**src/rtl/chien_root_search.sv**
```systemverilog
// -----------------------------------------------------------------------------
// chien_root_search
//
// Chien-search root finder for a binary BCH decoder over GF(2^PARAM_M).
// The field is built from the trinomial x^PARAM_M + x^PARAM_ALPHA + 1 in
// polynomial basis. The error-locator polynomial sigma(x) is loaded on start.
// The block then evaluates sigma(alpha^-j) for j = 0..PARAM_N-1, one position
// per cycle. Every zero of sigma is reported as an error position on a
// valid/ready stream. After the sweep, the root count and a failure flag are
// published. The failure flag is set when the root count differs from the
// locator degree, or when sigma_0 is zero.
//
// Ports
//   clk        : rising-edge clock
//   rst        : synchronous active-high reset
//   start      : one-cycle search request (sampled only while idle)
//   sigma_in   : locator coefficients, sigma_i at [i*PARAM_M +: PARAM_M]
//   sigma_deg  : degree of sigma, sampled together with start
//   busy       : search in progress (any state other than idle)
//   pos_valid  : error position available on pos_data
//   pos_ready  : consumer accepts pos_data
//   pos_data   : error position j
//   done       : one-cycle completion pulse
//   err_cnt    : number of roots found in the last search
//   fail       : last search failed
// -----------------------------------------------------------------------------
module chien_root_search #(
  parameter int PARAM_M      = 9,
  parameter int PARAM_ALPHA  = 4,
  parameter int PARAM_T      = 4,
  parameter int PARAM_N      = 511,
  parameter int PARAM_N_BITS = 9
) (
  input  logic                             clk,
  input  logic                             rst,
  input  logic                             start,
  input  logic [(PARAM_T+1)*PARAM_M-1:0]   sigma_in,
  input  logic [PARAM_N_BITS-1:0]          sigma_deg,
  output logic                             busy,
  output logic                             pos_valid,
  input  logic                             pos_ready,
  output logic [PARAM_N_BITS-1:0]          pos_data,
  output logic                             done,
  output logic [PARAM_N_BITS-1:0]          err_cnt,
  output logic                             fail
);

  typedef enum logic [1:0] {
    ST_IDLE   = 2'd0,
    ST_SEARCH = 2'd1,
    ST_DRAIN  = 2'd2,
    ST_DONE   = 2'd3
  } state_t;

  localparam logic [PARAM_N_BITS-1:0] LAST_POS = PARAM_N_BITS'(PARAM_N - 1);
  localparam logic [PARAM_N_BITS-1:0] ONE_NB   = PARAM_N_BITS'(1);

  // Multiply by alpha^-1. Because x^M = x^A + 1, x^-1 = x^(M-1) + x^(A-1).
  // So shift right, and fold bit 0 back into positions M-1 and A-1.
  function automatic logic [PARAM_M-1:0] mul_alpha_inv(input logic [PARAM_M-1:0] v);
    logic [PARAM_M-1:0] res;
    res                = v >> 1;
    res[PARAM_M-1]     = v[0];
    res[PARAM_ALPHA-1] = res[PARAM_ALPHA-1] ^ v[0];
    return res;
  endfunction

  // Multiply by alpha^-n for 0 <= n <= PARAM_T. This is a chain of single
  // steps, unrolled to a fixed depth.
  function automatic logic [PARAM_M-1:0] mul_alpha_inv_pow(input logic [PARAM_M-1:0] v,
                                                           input int n);
    logic [PARAM_M-1:0] res;
    res = v;
    for (int k = 0; k < PARAM_T; k++) begin
      if (k < n) begin
        res = mul_alpha_inv(res);
      end else begin
        res = res;
      end
    end
    return res;
  endfunction

  state_t                    state_q, state_d;
  logic [PARAM_M-1:0]        r_q    [0:PARAM_T];
  logic [PARAM_M-1:0]        r_d    [0:PARAM_T];
  logic [PARAM_M-1:0]        r_next [0:PARAM_T];
  logic [PARAM_N_BITS-1:0]   j_q, j_d;
  logic [PARAM_N_BITS-1:0]   err_cnt_q, err_cnt_d;
  logic                      fail_q, fail_d;
  logic [PARAM_N_BITS-1:0]   deg_q, deg_d;
  logic                      pos_valid_q, pos_valid_d;
  logic [PARAM_N_BITS-1:0]   pos_data_q, pos_data_d;
  logic [PARAM_M-1:0]        sum_s;
  logic                      slot_free_s;

  // Evaluate sigma at the current point and advance every term to the next one.
  always_comb begin
    sum_s = {PARAM_M{1'b0}};
    for (int i = 0; i <= PARAM_T; i++) begin
      sum_s     = sum_s ^ r_q[i];
      r_next[i] = mul_alpha_inv_pow(r_q[i], i);
    end
  end

  // Next-state logic for the sweep controller and the output slot.
  always_comb begin
    state_d     = state_q;
    j_d         = j_q;
    err_cnt_d   = err_cnt_q;
    fail_d      = fail_q;
    deg_d       = deg_q;
    pos_valid_d = pos_valid_q;
    pos_data_d  = pos_data_q;
    for (int i = 0; i <= PARAM_T; i++) begin
      r_d[i] = r_q[i];
    end
    // A step may overwrite the output slot only if the slot is empty or
    // being consumed in this cycle.
    slot_free_s = !pos_valid_q || pos_ready;

    case (state_q)
      ST_IDLE: begin
        if (start) begin
          for (int i = 0; i <= PARAM_T; i++) begin
            r_d[i] = sigma_in[i*PARAM_M +: PARAM_M];
          end
          j_d       = {PARAM_N_BITS{1'b0}};
          err_cnt_d = {PARAM_N_BITS{1'b0}};
          deg_d     = sigma_deg;
          if (sigma_in[PARAM_M-1:0] == {PARAM_M{1'b0}}) begin
            // A locator with a zero constant term is not valid. Skip the
            // sweep and report a failure.
            fail_d  = 1'b1;
            state_d = ST_DONE;
          end else begin
            fail_d  = 1'b0;
            state_d = ST_SEARCH;
          end
        end else begin
          state_d = ST_IDLE;
        end
      end

      ST_SEARCH: begin
        if (slot_free_s) begin
          if (sum_s == {PARAM_M{1'b0}}) begin
            pos_valid_d = 1'b1;
            pos_data_d  = j_q;
            err_cnt_d   = err_cnt_q + ONE_NB;
          end else begin
            pos_valid_d = 1'b0;
          end
          for (int i = 0; i <= PARAM_T; i++) begin
            r_d[i] = r_next[i];
          end
          if (j_q == LAST_POS) begin
            state_d = ST_DRAIN;
          end else begin
            j_d = j_q + ONE_NB;
          end
        end else begin
          state_d = ST_SEARCH;
        end
      end

      ST_DRAIN: begin
        if (slot_free_s) begin
          pos_valid_d = 1'b0;
          fail_d      = (err_cnt_q != deg_q);
          state_d     = ST_DONE;
        end else begin
          state_d = ST_DRAIN;
        end
      end

      ST_DONE: begin
        state_d = ST_IDLE;
      end

      default: begin
        state_d = ST_IDLE;
      end
    endcase
  end

  // State and datapath registers, with synchronous reset.
  always_ff @(posedge clk) begin
    if (rst) begin
      state_q     <= ST_IDLE;
      j_q         <= {PARAM_N_BITS{1'b0}};
      err_cnt_q   <= {PARAM_N_BITS{1'b0}};
      fail_q      <= 1'b0;
      deg_q       <= {PARAM_N_BITS{1'b0}};
      pos_valid_q <= 1'b0;
      pos_data_q  <= {PARAM_N_BITS{1'b0}};
      for (int i = 0; i <= PARAM_T; i++) begin
        r_q[i] <= {PARAM_M{1'b0}};
      end
    end else begin
      state_q     <= state_d;
      j_q         <= j_d;
      err_cnt_q   <= err_cnt_d;
      fail_q      <= fail_d;
      deg_q       <= deg_d;
      pos_valid_q <= pos_valid_d;
      pos_data_q  <= pos_data_d;
      for (int i = 0; i <= PARAM_T; i++) begin
        r_q[i] <= r_d[i];
      end
    end
  end

  assign busy      = (state_q != ST_IDLE);
  assign done      = (state_q == ST_DONE);
  assign pos_valid = pos_valid_q;
  assign pos_data  = pos_data_q;
  assign err_cnt   = err_cnt_q;
  assign fail      = fail_q;

endmodule
```
**config.mk**
```make
export PLATFORM = sky130hd
export DESIGN_NAME = chien_root_search
export DESIGN_NICKNAME = d
export VERILOG_FILES = /design/src/rtl/chien_root_search.sv
export SDC_FILE = /design/constraint.sdc
export NUM_CORES = 1
export LEC_CHECK = 0
export ABC_AREA = 1
export CAP_MARGIN = 20
export CORE_MARGIN = 2
export CORE_UTILIZATION = 53
export DETAILED_ROUTE_END_ITERATION = 10
export GPL_ROUTABILITY_DRIVEN = 0
export GPL_TIMING_DRIVEN = 0
export PLACE_DENSITY = 0.81
export SYNTH_ARGS = -nofsm -noshare
export SYNTH_HDL_FRONTEND = slang
export SYNTH_SLANG_ARGS = --single-unit
```
**constraint.sdc**
```tcl
create_clock -name clk -period 1.79 [get_ports clk]
set_input_delay 0.179 -clock clk [delete_from_list [all_inputs] [get_ports clk]]
set_output_delay 0.179 -clock clk [all_outputs]
set_load 0.05 [all_outputs]
```
# Word level (Yosys, flattened, before mapping)
# Memories as Yosys holds them, arrays and structs flattened.
# Index checks and enable logic that the tools add are counted.
dict set report classes {
  n_addsub 2
  n_eq_ne 11
  n_mux 32
  n_bitwise 19
  n_reduce_logical 15
}
# op n
set ops {}
lappend ops {{9-bit 2-to-1 mux} 10}
lappend ops {{45-bit case mux with 2 select lines} 1}
lappend ops {{45-bit 2-to-1 mux} 1}
lappend ops {{36-bit 2-to-1 mux} 1}
lappend ops {{9-bit case mux with 2 select lines} 2}
lappend ops {{9-bit XOR} 4}
lappend ops {{9-bit by 1-bit adder with 9-bit output (second input constant)} 2}
lappend ops {{9-bit zero test} 2}
lappend ops {{1-bit 2-to-1 mux} 10}
lappend ops {{2-bit inequality test (second input constant)} 5}
lappend ops {{1-bit XOR} 10}
lappend ops {{9-bit == test (second input constant)} 1}
lappend ops {{9-bit inequality test} 1}
lappend ops {{3-bit AND reduction} 3}
lappend ops {{2-bit 2-to-1 mux} 4}
lappend ops {{2-bit case mux with 4 select lines} 1}
lappend ops {{4-bit AND reduction} 2}
lappend ops {{2-bit nonzero test} 4}
lappend ops {{1-bit bitwise OR} 5}
lappend ops {{2-bit == test (second input constant)} 2}
lappend ops {{1-bit case mux with 2 select lines} 2}
lappend ops {{3-bit inequality test (second input constant)} 1}
lappend ops {{2-bit by 1-bit == test with 1-bit output (second input constant)} 1}
lappend ops {{2-bit zero test} 1}
lappend ops {{3 further kinds} 3}
dict set report totals {
  ff_bits 40
  ram_bits 45
  in_bits 58
  out_inout_bits 22
  elab_cells 87
  n_memories 1
}
# name words word_bits read_ports rd_clocked_by_memory_dff write_ports line
set memory_table {}
lappend memory_table {r_q 5 9 5 0 5 85} ;# logic [PARAM_M-1:0] r_q [0:PARAM_T];

# Longest topological paths before layout
# An unclocked memory read counts as a cell.
dict set report depth {
  word_depth 9
  depth_mapped 16
  mapped_depth_nobuf 15
}

# Worst setup path after synthesis
# Ideal clock, no wire load.
dict set report synth_path {
  kind {register to register}
  startpoint {reg err_cnt_q[1], in the netlist err_cnt[1]}
  endpoint {reg err_cnt_q[8], in the netlist err_cnt[8]}
  setup_time_ns 0.070
  t_arrival_ns 1.854
  required_time_ns 1.720
  path_slack_ns -0.134
  path_stages_with_launch 9
  n_path_buf 0
  synth_period_minus_slack_ns 1.924
  cell_sequence {dfxtp_1 ha_1 nand2_1 nor4_1 nand2_1 xor2_1 nor2_1 nand3_1 a21oi_1}
}
dict set report synth_via {
  elab_chain_cells 4
}
# item line
set synth_rtl {}
lappend synth_rtl {{start, declared} 89} ;# logic [PARAM_N_BITS-1:0] err_cnt_q, err_cnt_d;
lappend synth_rtl {{start signal, assigned} 192} ;# err_cnt_q <= {PARAM_N_BITS{1'b0}};
lappend synth_rtl {{start signal, assigned} 203} ;# err_cnt_q <= err_cnt_d;
lappend synth_rtl {{9-bit by 1-bit adder with 9-bit output} 150} ;# err_cnt_d = err_cnt_q + ONE_NB;
lappend synth_rtl {{9-bit 2-to-1 mux} 147} ;# if (sum_s == {PARAM_M{1'b0}}) begin
lappend synth_rtl {{9-bit 2-to-1 mux} 146} ;# if (slot_free_s) begin
lappend synth_rtl {{9-bit case mux with 2 select lines} 122} ;# case (state_q)
# Every way passes these cells. The select of a mux whose other input is x is not followed.
# A chain may end at the register's enable or synchronous reset.

# Final worst setup path
dict set report layout_path {
  startpoint {reg state_q[0]}
  endpoint {reg j_q[7]}
}
dict set report layout_via {
  elab_chain_cells 3
  elab_cells_between_ends 8
  cone_classes {4 x eq/ne; 1 x mux; 3 x reduce/logical}
}
# item line
set layout_rtl {}
lappend layout_rtl {{start, declared} 84} ;# state_t state_q, state_d;
lappend layout_rtl {{start signal, assigned} 201} ;# state_q <= state_d;
lappend layout_rtl {{2-bit by 1-bit == test with 1-bit output / 2-bit zero test (equally long branches)} 122}
lappend layout_rtl {{2-bit inequality test (no source line) / 2-bit nonzero test (equally long branches)} --}
lappend layout_rtl {{4-bit AND reduction (no source line)} --}
lappend layout_rtl {{end signal, assigned} 191} ;# j_q <= {PARAM_N_BITS{1'b0}};
lappend layout_rtl {{end signal, assigned} 202} ;# j_q <= j_d;
lappend layout_rtl {{end, declared} 88} ;# logic [PARAM_N_BITS-1:0] j_q, j_d;
# Several ways; a longest one is shown, not always the timed one.

==> reports/metrics.cfg <==
[placement]
portBuffers = 78
dp_hpwl_mm = 9.05
pre_cts_slack_ps = -276

[drt]
vias = 4768
postRouteAntennaNets = 0
drc = 0
routed_wl_mm = 13.0
drt_first_pass_iters = 5
via_per_inst = 5.56
dr.first_iter.drc_count = 321
wire_per_inst_um = 15.2

[setup_path]
crit_type = register to register
worstPathRequired_ps = 2050
cp-start-kind = register
path_max_fanout = 6
reg2reg_depth = 13
cp-end-kind = register
crit_arrival_ps = 2010
rrSetupSlack_ps = 40

[sta]
worst_pin_slew_ps = 622
finalCritPeriodShare = 0.977
timing.fmax_ghz = 0.572
finalSetupTns_ps = 0
finalHoldViolCount = 0
rsz0062_at_grt = true
fin_skew_ps = 8.78
fin_ws_ps = 40.6
finalSetupViolations = 0
period_needed_ps = 1750
final-max-slew-violation-count = 0
slew_headroom = 0.586

[power_and_ir_drop]
combPwrFrac = 0.371
p_total_w = 0.00591
clockPowerShare = 0.213
ir_drop_v = 0.000556
power_density_nw_per_um2 = 1030
seqPwrFrac = 0.417
switching_share = 0.392
power.leakage_nw = 2.33
internal_power_w = 0.00359
switchingPower_w = 0.00232

[synth]
syn_area_sq_um = 4360
syn_inst = 643
ys_seq_area_frac = 0.391
yosys_warnings = 0
ys_ff_latch = 85
syn-num-nets = 704
synth_cell_types = 32
postSynthAreaPerCell_sq_um = 6.78

[final_layout]
final_common_cell = nand2_1
nNetsFinal = 809
layout-drive-gt1-share = 0.125
diodes = 0
post-route-util = 0.712
final_cell_mix = nand2_1 (183), dfxtp_1 (71), clkdlybuf4s50_1 (67)
area_growth_pct = 32.2

[min_path]
hold_class = primary input to register
hold_depth = 2

[global_routing]
antenna_found_initial = 0
grt_pass1_wl_mm = 20.1
grt_pass1_vias = 4378
grt_max_degree = 15
grt_overflow_total = 0
grt_usage = 0.288

[clock_tree]
cts_sinks = 85
path_clk_slew_ps = 80
htreeDepth = 3
clk_latency_ps = 370
cts_buffers = 9
clockRootBuffer = clkbuf_8
clk_path_buf_depth = 2
holdBufCountCts = 0
cts_tree = built

[run_status]
status = completed

[floorplan]
fp.dieArea_sq_um = 8960
die_w_um = 94.7
rows = 33
initial_utilization = 0.538
pin_count = 80
die_y_um = 94.7
core_sq_um = 8090

[run]
cap_violations = 0

[critical path, stage by stage (launching register included)]
cell and delay [ps]:
dfxtp_4 360, inv_2 50, nor2_4 180, clkinv_4 100, nor2_4 190, nor2_4 70
inv_4 70, nand2_4 70, inv_4 90, nand3_4 80, nor2_4 120, nand2_1 70
xor2_1 150, nor2_1 50
[metal layers]
metal / wire [um] / global-route usage
met1: 5180 / 0.349
met2: 6460 / 0.498
met3: 1040 / 0.0630
met4: 362 / 0.109
met5: 0 / 0
[worst paths after layout]
kind / from / end
setup reg to reg: state_q[0]$_SDFFE_PP0P_ / j_q[7]$_SDFFE_PP0P_
hold reg to reg: pos_data[8]$_SDFFE_PP0P_ / pos_data[8]$_SDFFE_PP0P_
hold / removal: rst / r_q[0][28]$_SDFFE_PP0P_
setup / recovery: state_q[0]$_SDFFE_PP0P_ / j_q[7]$_SDFFE_PP0P_
[synth_stat cells]
cell,number,share of area
nand3_2,1,0.0023
xor2_1,12,0.024
nor2_1,58,0.050
or2_1,2,0.0029
nor3_1,9,0.010
ha_1,3,0.0086
nor2_2,1,0.0014
inv_2,4,0.0034
a211oi_1,6,0.010
buf_4,1,0.0017
nand4_1,3,0.0043
nand3b_1,12,0.021
or2_2,2,0.0029
clkinv_1,1,0.00086
nand2_1,189,0.16
xnor2_1,15,0.030
nor3b_1,3,0.0052
inv_4,1,0.0014
a31oi_1,26,0.037
o211ai_1,3,0.0052
buf_1,4,0.0034
nor2_4,3,0.0078
nand2_2,1,0.0014
o21ai_0,58,0.067
clkbuf_1,18,0.016
inv_1,48,0.041
nand2_4,1,0.0026
nand3_1,22,0.025
buf_2,6,0.0069
a21oi_1,42,0.048
nor4_1,3,0.0043
dfxtp_1,85,0.39
[metrics by stage]
step	hold WS, ps	instance area, sq um	instances
finish	270	5760	858
global route	309	5760	858
CTS	250	5470	844
detailed placement	461	5270	826
global placement	455	5270	826
floorplan	323	4360	643
[final cells by class]
type | count | area [sq um]
clock inverters | 6 | 38.8
plain buffers | 29 | 154
well taps | 105 | 131
flip-flops and latches | 85 | 1730
fillers | 686 | 2330
repair buffers | 93 | 891
multi-input cells | 475 | 2450
clock buffers | 10 | 138
repair inverters | 1 | 7.51
inverters | 54 | 219
[power groups by stage]
| stage | Sequential, W | Clock (W) | Combinational, W |
|---|---|---|---|
| floorplan | 0.00243 | 0 | 0.00132 |
| global placement | 0.00246 | 0 | 0.00183 |
| detailed placement | 0.00247 | 0 | 0.00188 |
| CTS | 0.00243 | 0.00125 | 0.00194 |
| global route | 0.00249 | 0.00132 | 0.00243 |
| finish | 0.00246 | 0.00126 | 0.00219 |
[registers in the layout, summed over array words and instances, names as in the netlist]
register / cells
r_q: 45
deg_q: 9
err_cnt: 9
j_q: 9
pos_data: 9
state_q: 2
fail: 1
pos_valid: 1
[kinds of logic after synthesis]
kind of cell,Yosys count,share of synthesized area
AND/OR/NAND/NOR,310,0.304
AO/OA/AOI/OAI,135,0.168
flip-flops,85,0.391
buffers and inverters,83,0.0747
XOR/XNOR,27,0.0543
adder cells (fa/ha/maj),3,0.00862
[repair_timing]
item,in CTS,in global routing
setup buffers,2,12
pin swaps,2,19
setup endpoints to repair,55,44
gates cloned,0,2
resized for setup,18,64
Power figures use the tool's default switching activity.
